File: config.mk
export PLATFORM = sky130hd
export DESIGN_NAME = dram_march_bist_flat
export DESIGN_NICKNAME = d
export VERILOG_FILES = /design/src/rtl/dram_march_bist_if.sv /design/src/rtl/dram_march_bist.sv /design/src/flat_wrapper.sv
export SDC_FILE = /design/constraint.sdc
export NUM_CORES = 1
export LEC_CHECK = 0
export ABC_CLOCK_PERIOD_IN_PS = 3400
export CAP_MARGIN = 20
export CORE_AREA = 2 2 73 75
export CTS_BUF_LIST = sky130_fd_sc_hd__clkbuf_16
export CTS_CLUSTER_DIAMETER = 100
export DETAILED_ROUTE_END_ITERATION = 6
export DIE_AREA = 0 0 75 77
export PLACE_DENSITY = 0.72
export SLEW_MARGIN = 10
export SYNTH_ARGS = -nofsm -noshare
export SYNTH_HDL_FRONTEND = slang
export SYNTH_SLANG_ARGS = --single-unit
File: constraint.sdc
create_clock -name clk -period 3.4 [get_ports clk]
set_input_delay 0.68 -clock clk [delete_from_list [all_inputs] [get_ports clk]]
set_output_delay 0.68 -clock clk [all_outputs]
set_load 0.005 [all_outputs]
File: src/rtl/dram_march_bist_if.sv
// RAM-side bus between the march BIST controller and a 2**ADDR_W x 1
// single-port distributed RAM with asynchronous read.
interface dram_march_bist_if #(
    parameter int ADDR_W = 8
);
    logic [ADDR_W-1:0] ram_addr;
    logic              ram_d;
    logic              ram_we;
    logic              ram_o;

    modport master (
        output ram_addr,
        output ram_d,
        output ram_we,
        input  ram_o
    );

    modport slave (
        input  ram_addr,
        input  ram_d,
        input  ram_we,
        output ram_o
    );
endinterface

File: src/rtl/dram_march_bist.sv
// Three-element march BIST (W0 up; R0/W1 up; R1 down) for a 1-bit-wide
// distributed RAM, reporting pass, saturating error count and first failing address.
module dram_march_bist #(
    parameter int ADDR_W = 8,
    parameter int ERR_W  = 8
) (
    input  logic               clk,
    input  logic               rst,
    input  logic               start,
    dram_march_bist_if.master  ram,
    output logic               busy,
    output logic               done,
    output logic               pass,
    output logic [ERR_W-1:0]   err_count,
    output logic [ADDR_W-1:0]  first_fail
);
    localparam logic [2:0] IDLE = 3'd0;
    localparam logic [2:0] WR0  = 3'd1;
    localparam logic [2:0] RW01 = 3'd2;
    localparam logic [2:0] RD1  = 3'd3;
    localparam logic [2:0] FIN  = 3'd4;

    logic [2:0]       state;
    logic             seen;
    logic             chk;
    logic             mis;
    logic             last_up;
    logic             last_dn;
    logic [ERR_W-1:0] err_nxt;

    // RW01 expects the old 0 before its write lands; RD1 expects 1.
    always_comb begin
        chk     = (state == RW01) || (state == RD1);
        mis     = chk && (ram.ram_o != (state == RD1));
        last_up = &ram.ram_addr;
        last_dn = (ram.ram_addr == '0);
        err_nxt = err_count;
        if (mis && !(&err_count))
            err_nxt = err_count + 1'b1;
    end

    always_ff @(posedge clk or posedge rst) begin
        if (rst) begin
            state        <= IDLE;
            seen         <= 1'b0;
            ram.ram_addr <= '0;
            ram.ram_d    <= 1'b0;
            ram.ram_we   <= 1'b0;
            busy         <= 1'b0;
            done         <= 1'b0;
            pass         <= 1'b0;
            err_count    <= '0;
            first_fail   <= '0;
        end else begin
            done <= 1'b0;
            if (chk) begin
                err_count <= err_nxt;
                if (mis && !seen) begin
                    seen       <= 1'b1;
                    first_fail <= ram.ram_addr;
                end
            end
            unique case (state)
                IDLE: begin
                    ram.ram_we <= 1'b0;
                    busy       <= 1'b0;
                    if (start) begin
                        err_count    <= '0;
                        first_fail   <= '0;
                        seen         <= 1'b0;
                        pass         <= 1'b0;
                        ram.ram_addr <= '0;
                        ram.ram_d    <= 1'b0;
                        ram.ram_we   <= 1'b1;
                        busy         <= 1'b1;
                        state        <= WR0;
                    end
                end
                WR0: begin
                    ram.ram_addr <= ram.ram_addr + 1'b1;
                    if (last_up) begin
                        ram.ram_d <= 1'b1;
                        state     <= RW01;
                    end
                end
                RW01: begin
                    ram.ram_addr <= ram.ram_addr + 1'b1;
                    if (last_up) begin
                        ram.ram_addr <= '1;
                        ram.ram_we   <= 1'b0;
                        ram.ram_d    <= 1'b0;
                        state        <= RD1;
                    end
                end
                RD1: begin
                    ram.ram_addr <= ram.ram_addr - 1'b1;
                    if (last_dn) begin
                        ram.ram_addr <= '0;
                        busy         <= 1'b0;
                        done         <= 1'b1;
                        pass         <= (err_nxt == '0);
                        state        <= FIN;
                    end
                end
                FIN: begin
                    ram.ram_we <= 1'b0;
                    state      <= IDLE;
                end
                default: state <= IDLE;
            endcase
        end
    end
endmodule

File: src/flat_wrapper.sv
// flat-port wrapper written by rule: the top's interface ports become plain ports
module dram_march_bist_flat 
#(
    parameter int ADDR_W = 8,
    parameter int ERR_W  = 8
)
  (clk, rst, start, busy, done, pass, err_count, first_fail, ram_ram_addr, ram_ram_d, ram_ram_we, ram_ram_o);
  dram_march_bist_if #(.ADDR_W(ADDR_W)) ram_i ();
  input  logic clk;
  input  logic rst;
  input  logic start;
  output logic busy;
  output logic done;
  output logic pass;
  output logic [ERR_W-1:0] err_count;
  output logic [ADDR_W-1:0] first_fail;
  output wire logic [$bits(ram_i.ram_addr)-1:0] ram_ram_addr;
  output wire logic [$bits(ram_i.ram_d)-1:0] ram_ram_d;
  output wire logic [$bits(ram_i.ram_we)-1:0] ram_ram_we;
  input wire logic [$bits(ram_i.ram_o)-1:0] ram_ram_o;
  assign ram_ram_addr = ram_i.ram_addr;
  assign ram_ram_d = ram_i.ram_d;
  assign ram_ram_we = ram_i.ram_we;
  assign ram_i.ram_o = ram_ram_o;
  dram_march_bist #(.ADDR_W(ADDR_W), .ERR_W(ERR_W)) u_core (.clk(clk), .rst(rst), .start(start), .ram(ram_i), .busy(busy), .done(done), .pass(pass), .err_count(err_count), .first_fail(first_fail));
endmodule
=== Yosys cells after proc, flatten, opt, wreduce, memory -nomap -nowiden ===
Cells that the tools add are included.

* Bits in registers: 33
* Latch bits: 0
* Bits in writable memories: 0
* ROM bits: 0
* Input port bits: 4
* Output and inout bits: 29
* Memories kept: 0

* $add $sub $neg: 3
* Multipliers: 0
* Div/mod/pow operators: 0
* Magnitude comparators: 0
* Equality and inequality tests: 9
* Shift operators: 0
* Mux-type cells: 33
* Bitwise operators: 0
* Reductions and logical operators: 21

{| class="wikitable"
|+ Operators with widths
! cell !! count
|-
| $mux W8 || 11
|-
| $pmux W8 S4 || 1
|-
| $add A8 B1 Y8 const B || 2
|-
| $logic_not A8 Y1 || 2
|-
| $reduce_and A8 Y1 || 2
|-
| $mux W1 || 12
|-
| $mux W3 || 4
|-
| $pmux W3 S4 || 1
|-
| $reduce_and A4 Y1 || 2
|-
| $sub A8 B1 Y8 const B || 1
|-
| $eq A3 B2 Y1 const B || 2
|-
| $ne A2 B1 Y1 const B || 3
|-
| $pmux W1 S3 || 2
|-
| $reduce_and A2 Y1 || 3
|-
| $reduce_bool A3 Y1 || 2
|-
| $pmux W1 S2 || 2
|-
| $reduce_bool A4 Y1 || 1
|-
| $eq A3 B1 Y1 const B || 1
|-
| $eq A3 B3 Y1 const B || 1
|-
| $logic_and A1 B1 Y1 || 3
|-
| $logic_not A3 Y1 || 1
|-
| $reduce_and A3 Y1 || 1
|-
| $logic_not A1 Y1 || 2
|-
| $ne A2 B2 Y1 const B || 1
|-
| other kinds (3) || 3
|}

=== Logic depth before layout (Yosys ltp) ===
Gate-level depths: netlist (run 1).

* Depth after elaboration: 8
* Depth in mapped cells: 7
* Gate-level depth less buffers: 7

=== Worst setup path after synthesis (run 1) ===
Ideal clock, no wire load.

* Path type: input-to-reg
* From: input port ram_ram_o
* To: register u_core.pass
* Setup time: 0.092 ns
* Data arrival time: 1.676 ns
* Setup slack: 1.632 ns
* Stages: 5
* Buffers on the path: 0
* Cell sequence: xnor2_2 > nor4_2 > mux2i_1 > o211ai_1 > o31ai_2

* Word-level cells in the longest chain between the ends: 7

{| class="wikitable"
|+ Ends and longest elaborated chain
! item !! RTL line !! RTL
|-
| from (decl) || flat_wrapper.sv:20 || <nowiki>input wire logic [$bits(ram_i.ram_o)-1:0] ram_ram_o;</nowiki>
|-
| $ne A1 B1 Y1 || dram_march_bist.sv:34 || <nowiki>mis = chk && (ram.ram_o != (state == RD1));</nowiki>
|-
| $logic_and A1 B1 Y1 || dram_march_bist.sv:34 ||
|-
| $logic_and A1 B1 Y1 || dram_march_bist.sv:38 || <nowiki>if (mis && !(&err_count))</nowiki>
|-
| $mux W8 || dram_march_bist.sv:38 ||
|-
| $logic_not A8 Y1 || dram_march_bist.sv:101 || <nowiki>pass <= (err_nxt == '0);</nowiki>
|-
| $mux W1 || dram_march_bist.sv:97 || <nowiki>if (last_dn) begin</nowiki>
|-
| $pmux W1 S2 || dram_march_bist.sv:63 || <nowiki>unique case (state)</nowiki>
|-
| to (signal assigned) || dram_march_bist.sv:101 ||
|-
| to (decl) || dram_march_bist.sv:13 || <nowiki>output logic pass,</nowiki>
|}

Every way passes these cells. The select of a mux whose other input is x is not followed.
A chain may end at the register's enable or synchronous reset.

=== Worst setup path after layout (run 1) ===
Same ends and word-level chain as after synthesis.

==> results of run 1 <==
[worst max-delay path, cell delays in order]
cell and delay (ns):
sky130_fd_sc_hd__clkdlybuf4s50_1 0.49, sky130_fd_sc_hd__xnor2_2 0.20, sky130_fd_sc_hd__nor4_2 0.33, sky130_fd_sc_hd__mux2i_1 0.27
sky130_fd_sc_hd__o211ai_1 0.14, sky130_fd_sc_hd__o31ai_2 0.25
[cell usage in the layout (no fill, tap or decap), types with 3 or more instances in the layout]
master and instances:
sky130_fd_sc_hd__dfrtp_1 33, sky130_fd_sc_hd__o21ai_1 5, sky130_fd_sc_hd__nor3_1 5, sky130_fd_sc_hd__or2_1 3, sky130_fd_sc_hd__o211ai_1 3, sky130_fd_sc_hd__nand3_1 10, sky130_fd_sc_hd__nand2_1 16, sky130_fd_sc_hd__xnor2_1 3
sky130_fd_sc_hd__inv_1 6, sky130_fd_sc_hd__or3_1 3, sky130_fd_sc_hd__a21oi_1 9, sky130_fd_sc_hd__a21o_1 4, sky130_fd_sc_hd__clkbuf_16 5, sky130_fd_sc_hd__nor2_1 26, sky130_fd_sc_hd__nand2b_1 5, sky130_fd_sc_hd__o21ai_0 4
sky130_fd_sc_hd__and3_1 6, sky130_fd_sc_hd__mux2i_1 12, sky130_fd_sc_hd__clkdlybuf4s50_1 32, sky130_fd_sc_hd__ha_1 4
[cells by family after synthesis]
family | synth area share (%)
muxes | 6.15
DFF | 42.3
xor gates and xnor gates | 3.91
buffers and inverters | 3.14
AOI/OAI and AO/OA | 16.3
adders and majority gates | 2.56
and+or+nand+nor | 25.7
[stage by stage]
| stage | utilization, % | setup slack (ns) | power, W |
|---|---|---|---|
| final | 49.7 | 1.22 | 0.00190 |
| after floorplan | - | 1.63 | 0.00116 |
| after CTS | 49.7 | 1.21 | 0.00191 |
| after global routing | 49.7 | 1.09 | 0.00205 |
| after detailed placement | 47.0 | 0.928 | 0.00149 |
| after global placement | 47.0 | 1.02 | 0.00148 |
[state kept, by name (all words and copies together), names as in the netlist]
signal and cells:
u_core.err_count 8, u_core.first_fail 8, u_core.ram.ram_addr 8, u_core.state 3, u_core.busy 1, u_core.done 1, u_core.pass 1, u_core.ram.ram_d 1
u_core.ram.ram_we 1, u_core.seen 1
[power breakdown]
part	internal [W]	switching, W	leakage (nW)
Combinational	0.000420	0.000365	0.567
Sequential	0.000512	0.000185	0.433
Clock	0.000261	0.000153	0.0685
Total	0.00119	0.000703	1.07
[worst max path at each step]
stage               startpoint  depth (start not counted)           to  slack (ns)
finish               ram_ram_o                          6  u_core.pass        1.22
global route         ram_ram_o                          6  u_core.pass        1.09
CTS                  ram_ram_o                          6  u_core.pass        1.21
detailed placement   ram_ram_o                          6  u_core.pass        0.93
global placement     ram_ram_o                          6  u_core.pass        1.02
floorplan            ram_ram_o                          5  u_core.pass        1.63
[final cells by class]
class | instances | area (um2)
Clock buffer | 5 | 125
Clock inverter | 2 | 7.51
Fill cell | 462 | 2500
Inverter | 5 | 18.8
Multi-Input combinational cell | 159 | 1070
Sequential cell | 33 | 826
Tap cell | 70 | 87.6
Timing Repair Buffer | 34 | 335
[layer usage]
metal / track usage (%) / vias up / share of wire [%]
li1: - / 816 / -
met1: 25.0 / 781 / 48
met5: 0 / - / 0
met4: 4.82 / 0 / 1.2
met2: 24.6 / 47 / 46
met3: 3.42 / 5 / 4.4
==> impl_metrics.sql, run 1 <==
INSERT INTO impl_metrics (metric_group, metric, value, unit) VALUES
('place', 'routabilityCongestion', '0.880', ''),
('logic_synthesis', 'synth.lib_cells_used.distinct', '55', ''),
('critical_path', 'critical_path.startpoint_type', 'input pin', ''),
('critical_path', 'critical_path.reg2reg.endpoint', 'u_core.ram.ram_addr[4]', ''),
('worst_hold_path', 'hold_path_depth', '1', ''),
('global_routing', 'global_route_wire_length_before_repair', '7750', 'um'),
('logic_synthesis', 'sequential_area_share_after_synthesis', '42.3', '%'),
('final_layout', 'fin_area', '2470', 'um2'),
('clock_network', 'cts_tree', 'built', ''),
('clock_network', 'cts_repair_resize_count', '0', ''),
('drt', 'drc', '0', ''),
('final_layout', 'stdcell_count', '308', ''),
('clock_network', 'cts-root-to-sink-buffers', '2', ''),
('job', 'max_cap_violations', '0', ''),
('clock_network', 'cts_setup_buffers', '0', ''),
('logic_synthesis', 'synth.largest_area_cell', 'sky130_fd_sc_hd__dfrtp_1', ''),
('global_routing', 'grt-ovfl-total', '0', ''),
('drt', 'drt.antenna.violating_nets', '0', ''),
('worst_hold_path', 'hold-path-endpoint', 'u_core.ram.ram_we', ''),
('die', 'dieHeight', '77', 'um'),
('logic_synthesis', 'synthTopCellsByCount', 'sky130_fd_sc_hd__dfrtp_1, sky130_fd_sc_hd__nor2_1, sky130_fd_sc_hd__nand2_1, sky130_fd_sc_hd__mux2i_1, sky130_fd_sc_hd__nand3_1', ''),
('sta', 'timing_hold_violations_final', '0', ''),
('critical_path', 'data_required_time_at_the_worst_endpoint', '3.58', 'ns'),
('clock_network', 'cts-hold-fix-buffers', '0', ''),
('critical_path', 'timing.setup.critical_path_class', 'in2reg', ''),
('final_layout', 'areaGrowthSynthToFinish', '26.6', '%'),
('logic_synthesis', 'postSynth.asyncResetShare', '100', '%'),
('die', 'fp.dieArea', '5780', 'um2'),
('sta', 'totalNegativeSetupSlack', '0', 'ns'),
('sta', 'fin_crit_sh', '64.0', '%'),
('power_and_ir_drop', 'p_leak', '1.07', 'nW'),
('global_routing', 'first_global_vias', '1602', ''),
('sta', 'rsz_0062_raised_after_global_routing', 'false', ''),
('global_routing', 'global_route.usage.total', '16.9', '%'),
('critical_path', 'worst-endpoint-arrival', '2.36', 'ns'),
('sta', 'timing.fmax', '460', 'MHz'),
('die', 'die_width', '75', 'um'),
('place', 'final_hpwl_from_detailed_placement', '3150', 'um'),
('logic_synthesis', 'synth.most_common_cell', 'sky130_fd_sc_hd__dfrtp_1', ''),
('worst_hold_path', 'holdCritPathClass', 'reg2reg', ''),
('power_and_ir_drop', 'power.density', '767', 'nW/um2'),
('die', 'design.core.area', '4980', 'um2'),
('sta', 'whs', '0.489', 'ns'),
('place', 'numPortBuffers', '32', ''),
('clock_network', 'clock_tree.root_cell', 'sky130_fd_sc_hd__clkbuf_16', ''),
('drt', 'via_per_inst', '5.35', ''),
('sta', 'timing.slew.headroom', '57.2', '%'),
('sta', 'skew', '0.00228', 'ns'),
('sta', 'slew_violations', '0', ''),
('logic_synthesis', 'postSynthRegisterBits', '33', ''),
('sta', 'tightest_slew', '0.642', 'ns'),
('drt', 'post_drt_wl_per_cell', '14.3', 'um'),
('die', 'num_rows', '26', ''),
('logic_synthesis', 'synthDominantCellAreaShare', '42.3', '%'),
('worst_hold_path', 'hold_path.startpoint', 'u_core.ram.ram_we', ''),
('logic_synthesis', 'synth_ff_type', 'sky130_fd_sc_hd__dfrtp_1', ''),
('global_routing', 'grt_antenna_before_repair', '0', ''),
('status', 'run_status', 'complete, no violations', ''),
('clock_network', 'cts_made_buffers', '5', ''),
('drt', 'router_iterations_before_antenna_repair', '4', ''),
('final_layout', 'antenna-diode-count', '0', ''),
('logic_synthesis', 'syn-instance-count', '205', ''),
('place', 'placedInstanceArea', '2340', 'um2'),
('critical_path', 'worst_r2r_startpoint', 'u_core.ram.ram_addr[0]', ''),
('logic_synthesis', 'syn-num-nets', '213', ''),
('critical_path', 'worstPathMaxFanout', '2', ''),
('logic_synthesis', 'synthTopCellsByArea', 'sky130_fd_sc_hd__dfrtp_1, sky130_fd_sc_hd__mux2i_1, sky130_fd_sc_hd__nor2_1', ''),
('global_routing', 'grt_start_max_net_pins', '34', ''),
('critical_path', 'r2r_setup_slack', '1.44', 'ns'),
('sta', 'final_period_minus_worst_setup_slack', '2.18', 'ns'),
('logic_synthesis', 'number_of_synthesis_warnings', '0', '');
(Power assumes the default switching activity.)
==> inputs of run 2 (changes only) <==
- ABC_CLOCK_PERIOD_IN_PS: 3400 -> 1900
- PLACE_DENSITY: 0.72 -> 0.74
- clock period: 3.4 -> 1.9 ns (I/O delays scaled with it)
==> impl_metrics.sql, run 2 (synthesized netlist as in run 1, its figures left out) <==
INSERT INTO impl_metrics (metric_group, metric, value, unit) VALUES
('die', 'num_io_pins', '33', ''),
('clock_network', 'cts_tree', 'built', ''),
('die', 'floorplan.initialDensity', '39.3', '%'),
('clock_network', 'cts-hold-fix-buffers', '0', ''),
('global_routing', 'grt_start_max_net_pins', '34', ''),
('global_routing', 'first_global_vias', '1791', ''),
('worst_hold_path', 'hold_path_depth', '1', ''),
('place', 'routabilityCongestion', '0.904', ''),
('final_layout', 'layout.cells.most_common_list', 'sky130_fd_sc_hd__clkdlybuf4s50_1, sky130_fd_sc_hd__dfrtp_1, sky130_fd_sc_hd__buf_4', ''),
('drt', 'drc', '0', ''),
('final_layout', 'design.final.nets', '275', ''),
('global_routing', 'global_route.usage.total', '19.5', '%'),
('sta', 'skew', '0.00511', 'ns'),
('sta', 'timing_hold_violations_final', '0', ''),
('critical_path', 'timing.setup.critical_path_class', 'reg2reg', ''),
('critical_path', 'worst_r2r_startpoint', 'u_core.ram.ram_addr[0]', ''),
('clock_network', 'cts-root-to-sink-buffers', '2', ''),
('sta', 'fin_crit_sh', '93.7', '%'),
('sta', 'slew_violations', '0', ''),
('critical_path', 'r2r_setup_slack', '0.12', 'ns'),
('power_and_ir_drop', 'power.share.switching', '34.4', '%'),
('sta', 'rsz_0062_raised_after_global_routing', 'false', ''),
('global_routing', 'grt-ovfl-total', '0', ''),
('power_and_ir_drop', 'power.switching', '0.00141', 'W'),
('power_and_ir_drop', 'power.density', '1460', 'nW/um2'),
('die', 'die_width', '75', 'um'),
('critical_path', 'worstSetupEndpointType', 'flop', ''),
('drt', 'via_per_inst', '5.30', ''),
('critical_path', 'data_required_time_at_the_worst_endpoint', '2.09', 'ns'),
('power_and_ir_drop', 'power_report.internal_total', '0.00269', 'W'),
('final_layout', 'fin_area', '2800', 'um2'),
('clock_network', 'worst_setup_hold_path_clk_slew', '0.05', 'ns'),
('sta', 'final_period_minus_worst_setup_slack', '1.78', 'ns'),
('power_and_ir_drop', 'power.share.combinational', '46.7', '%'),
('clock_network', 'cts_made_buffers', '5', ''),
('sta', 'timing.slew.headroom', '70.8', '%'),
('power_and_ir_drop', 'power.share.sequential', '27.8', '%'),
('drt', 'dr_total_vias', '1790', ''),
('final_layout', 'areaGrowthSynthToFinish', '43.3', '%'),
('global_routing', 'grt_antenna_before_repair', '0', ''),
('die', 'fp.dieArea', '5780', 'um2'),
('final_layout', 'antenna-diode-count', '0', ''),
('drt', 'drt.antenna.violating_nets', '0', ''),
('sta', 'totalNegativeSetupSlack', '0', 'ns'),
('worst_hold_path', 'hold_path.startpoint', 'u_core.ram.ram_we', ''),
('drt', 'post_drt_wl_per_cell', '15.2', 'um'),
('critical_path', 'critical_path.reg2reg.endpoint', 'u_core.pass', ''),
('die', 'num_rows', '26', ''),
('sta', 'layout_setup_ws', '0.119', 'ns'),
('sta', 'tightest_slew', '0.438', 'ns'),
('sta', 'timing.fmax', '562', 'MHz'),
('power_and_ir_drop', 'p_leak', '1.25', 'nW'),
('final_layout', 'drive_gt1_share', '21.6', '%'),
('final_layout', 'fillerInstances', '437', ''),
('worst_hold_path', 'hold-path-endpoint', 'u_core.ram.ram_we', ''),
('power_and_ir_drop', 'power_frac_clock', '25.5', '%'),
('status', 'run_status', 'complete, no violations', ''),
('final_layout', 'reg_top3', 'u_core.err_count (8), u_core.first_fail (8), u_core.ram.ram_addr (8)', ''),
('worst_hold_path', 'holdCritPathClass', 'reg2reg', ''),
('clock_network', 'tritoncts_num_sinks', '33', ''),
('final_layout', 'post-route-util', '56.3', '%'),
('drt', 'drt_iter0_drc', '111', ''),
('global_routing', 'global_route_wire_length_before_repair', '8700', 'um'),
('power_and_ir_drop', 'worst_ir_drop_vdd', '0.733', 'mV'),
('place', 'placedInstanceArea', '2560', 'um2'),
('critical_path', 'critical_path.startpoint_type', 'flop', ''),
('critical_path', 'worstPathMaxFanout', '5', ''),
('drt', 'router_iterations_before_antenna_repair', '4', ''),
('die', 'design.core.area', '4980', 'um2'),
('place', 'final_hpwl_from_detailed_placement', '3560', 'um'),
('clock_network', 'cts_h_tree_lvls', '2', ''),
('drt', 'finalWirelength', '5140', 'um'),
('die', 'dieHeight', '77', 'um'),
('clock_network', 'clkLatencyLatePin', '0.28', 'ns'),
('critical_path', 'worst-endpoint-arrival', '1.97', 'ns'),
('critical_path', 'r2r.worst_path.cells', '8', ''),
('sta', 'setup_viol', '0', ''),
('place', 'numPortBuffers', '32', ''),
('job', 'max_cap_violations', '0', ''),
('place', 'placement.setup.worst_slack', '-0.190', 'ns'),
('clock_network', 'clock_tree.root_cell', 'sky130_fd_sc_hd__clkbuf_16', '');
-- run 2: cell count changes in the layout (fill, tap and decap cells not counted), sizes merged --
cell / delta
clkdlybuf4s50: -1
bufinv: +2
inv: -1
dlymetal6s2s: +1
buf: +29
-- run 2: worst max path at each step --
| stage | startpoint | endpoint | cells after the start | slack [ns] |
|---|---|---|---|---|
| finish | u_core.ram.ram_addr[0] | u_core.pass | 8 | 0.12 |
| global route | u_core.ram.ram_addr[0] | u_core.pass | 8 | 0.01 |
| CTS | u_core.ram.ram_addr[0] | u_core.ram.ram_addr[4] | 8 | 0.005 |
| detailed placement | ram_ram_o | u_core.pass | 6 | -0.19 |
| global placement | ram_ram_o | u_core.pass | 6 | -0.15 |
| floorplan | u_core.ram.ram_addr[0] | u_core.ram.ram_addr[3] | 7 | 0.22 |
-- run 2: power groups by stage --
stage | Sequential, W | Combinational, W | Clock, W
after global placement | 0.00113 | 0.00181 | 0
after detailed placement | 0.00114 | 0.00183 | 0
final | 0.00114 | 0.00191 | 0.00105
after global routing | 0.00118 | 0.00210 | 0.00109
after CTS | 0.00112 | 0.00187 | 0.00106
after floorplan | 0.00114 | 0.000947 | 0
-- run 2: layout make-up --
class | instances | area, um2 | share of cell area, %
multi-input cells | 159 | 1110 | 39.5
flip-flops and latches | 33 | 828 | 29.6
repair buffers | 63 | 568 | 20.3
clock buffers | 5 | 125 | 4.47
well taps | 70 | 87.6 | 3.13
clock inverters | 3 | 65.1 | 2.32
inverters | 5 | 18.8 | 0.670
-- run 2: what timing repair did --
action	4_1_cts	5_1_grt
endpoints found under the setup margin	0	8
buffers inserted	0	1
hold endpoints to repair	0	0
resized for setup	0	10
-- run 2: routing by layer --
layer / track usage [%] / wire [um]
met1: 24.5 / 2300
met2: 31.5 / 2510
met3: 5.12 / 263
met4: 7.32 / 71
met5: 0 / 0
-- run 2: worst max-delay path: stages, from the launching register on --
cell,delay (ns)
sky130_fd_sc_hd__dfrtp_1,0.42
sky130_fd_sc_hd__inv_1,0.08
sky130_fd_sc_hd__ha_1,0.20
sky130_fd_sc_hd__nor4b_4,0.13
sky130_fd_sc_hd__buf_4,0.16
sky130_fd_sc_hd__nand2_1,0.09
sky130_fd_sc_hd__nor2_2,0.06
sky130_fd_sc_hd__or3b_2,0.49
sky130_fd_sc_hd__o31ai_2,0.07
-- run 2: metrics by stage --
stage,cells,hold WS (ns),total power (W)
floorplan,205,0.474,0.00208
global placement,329,0.469,0.00294
detailed placement,329,0.470,0.00297
CTS,337,0.481,0.00405
global route,338,0.530,0.00436
finish,338,0.477,0.00410
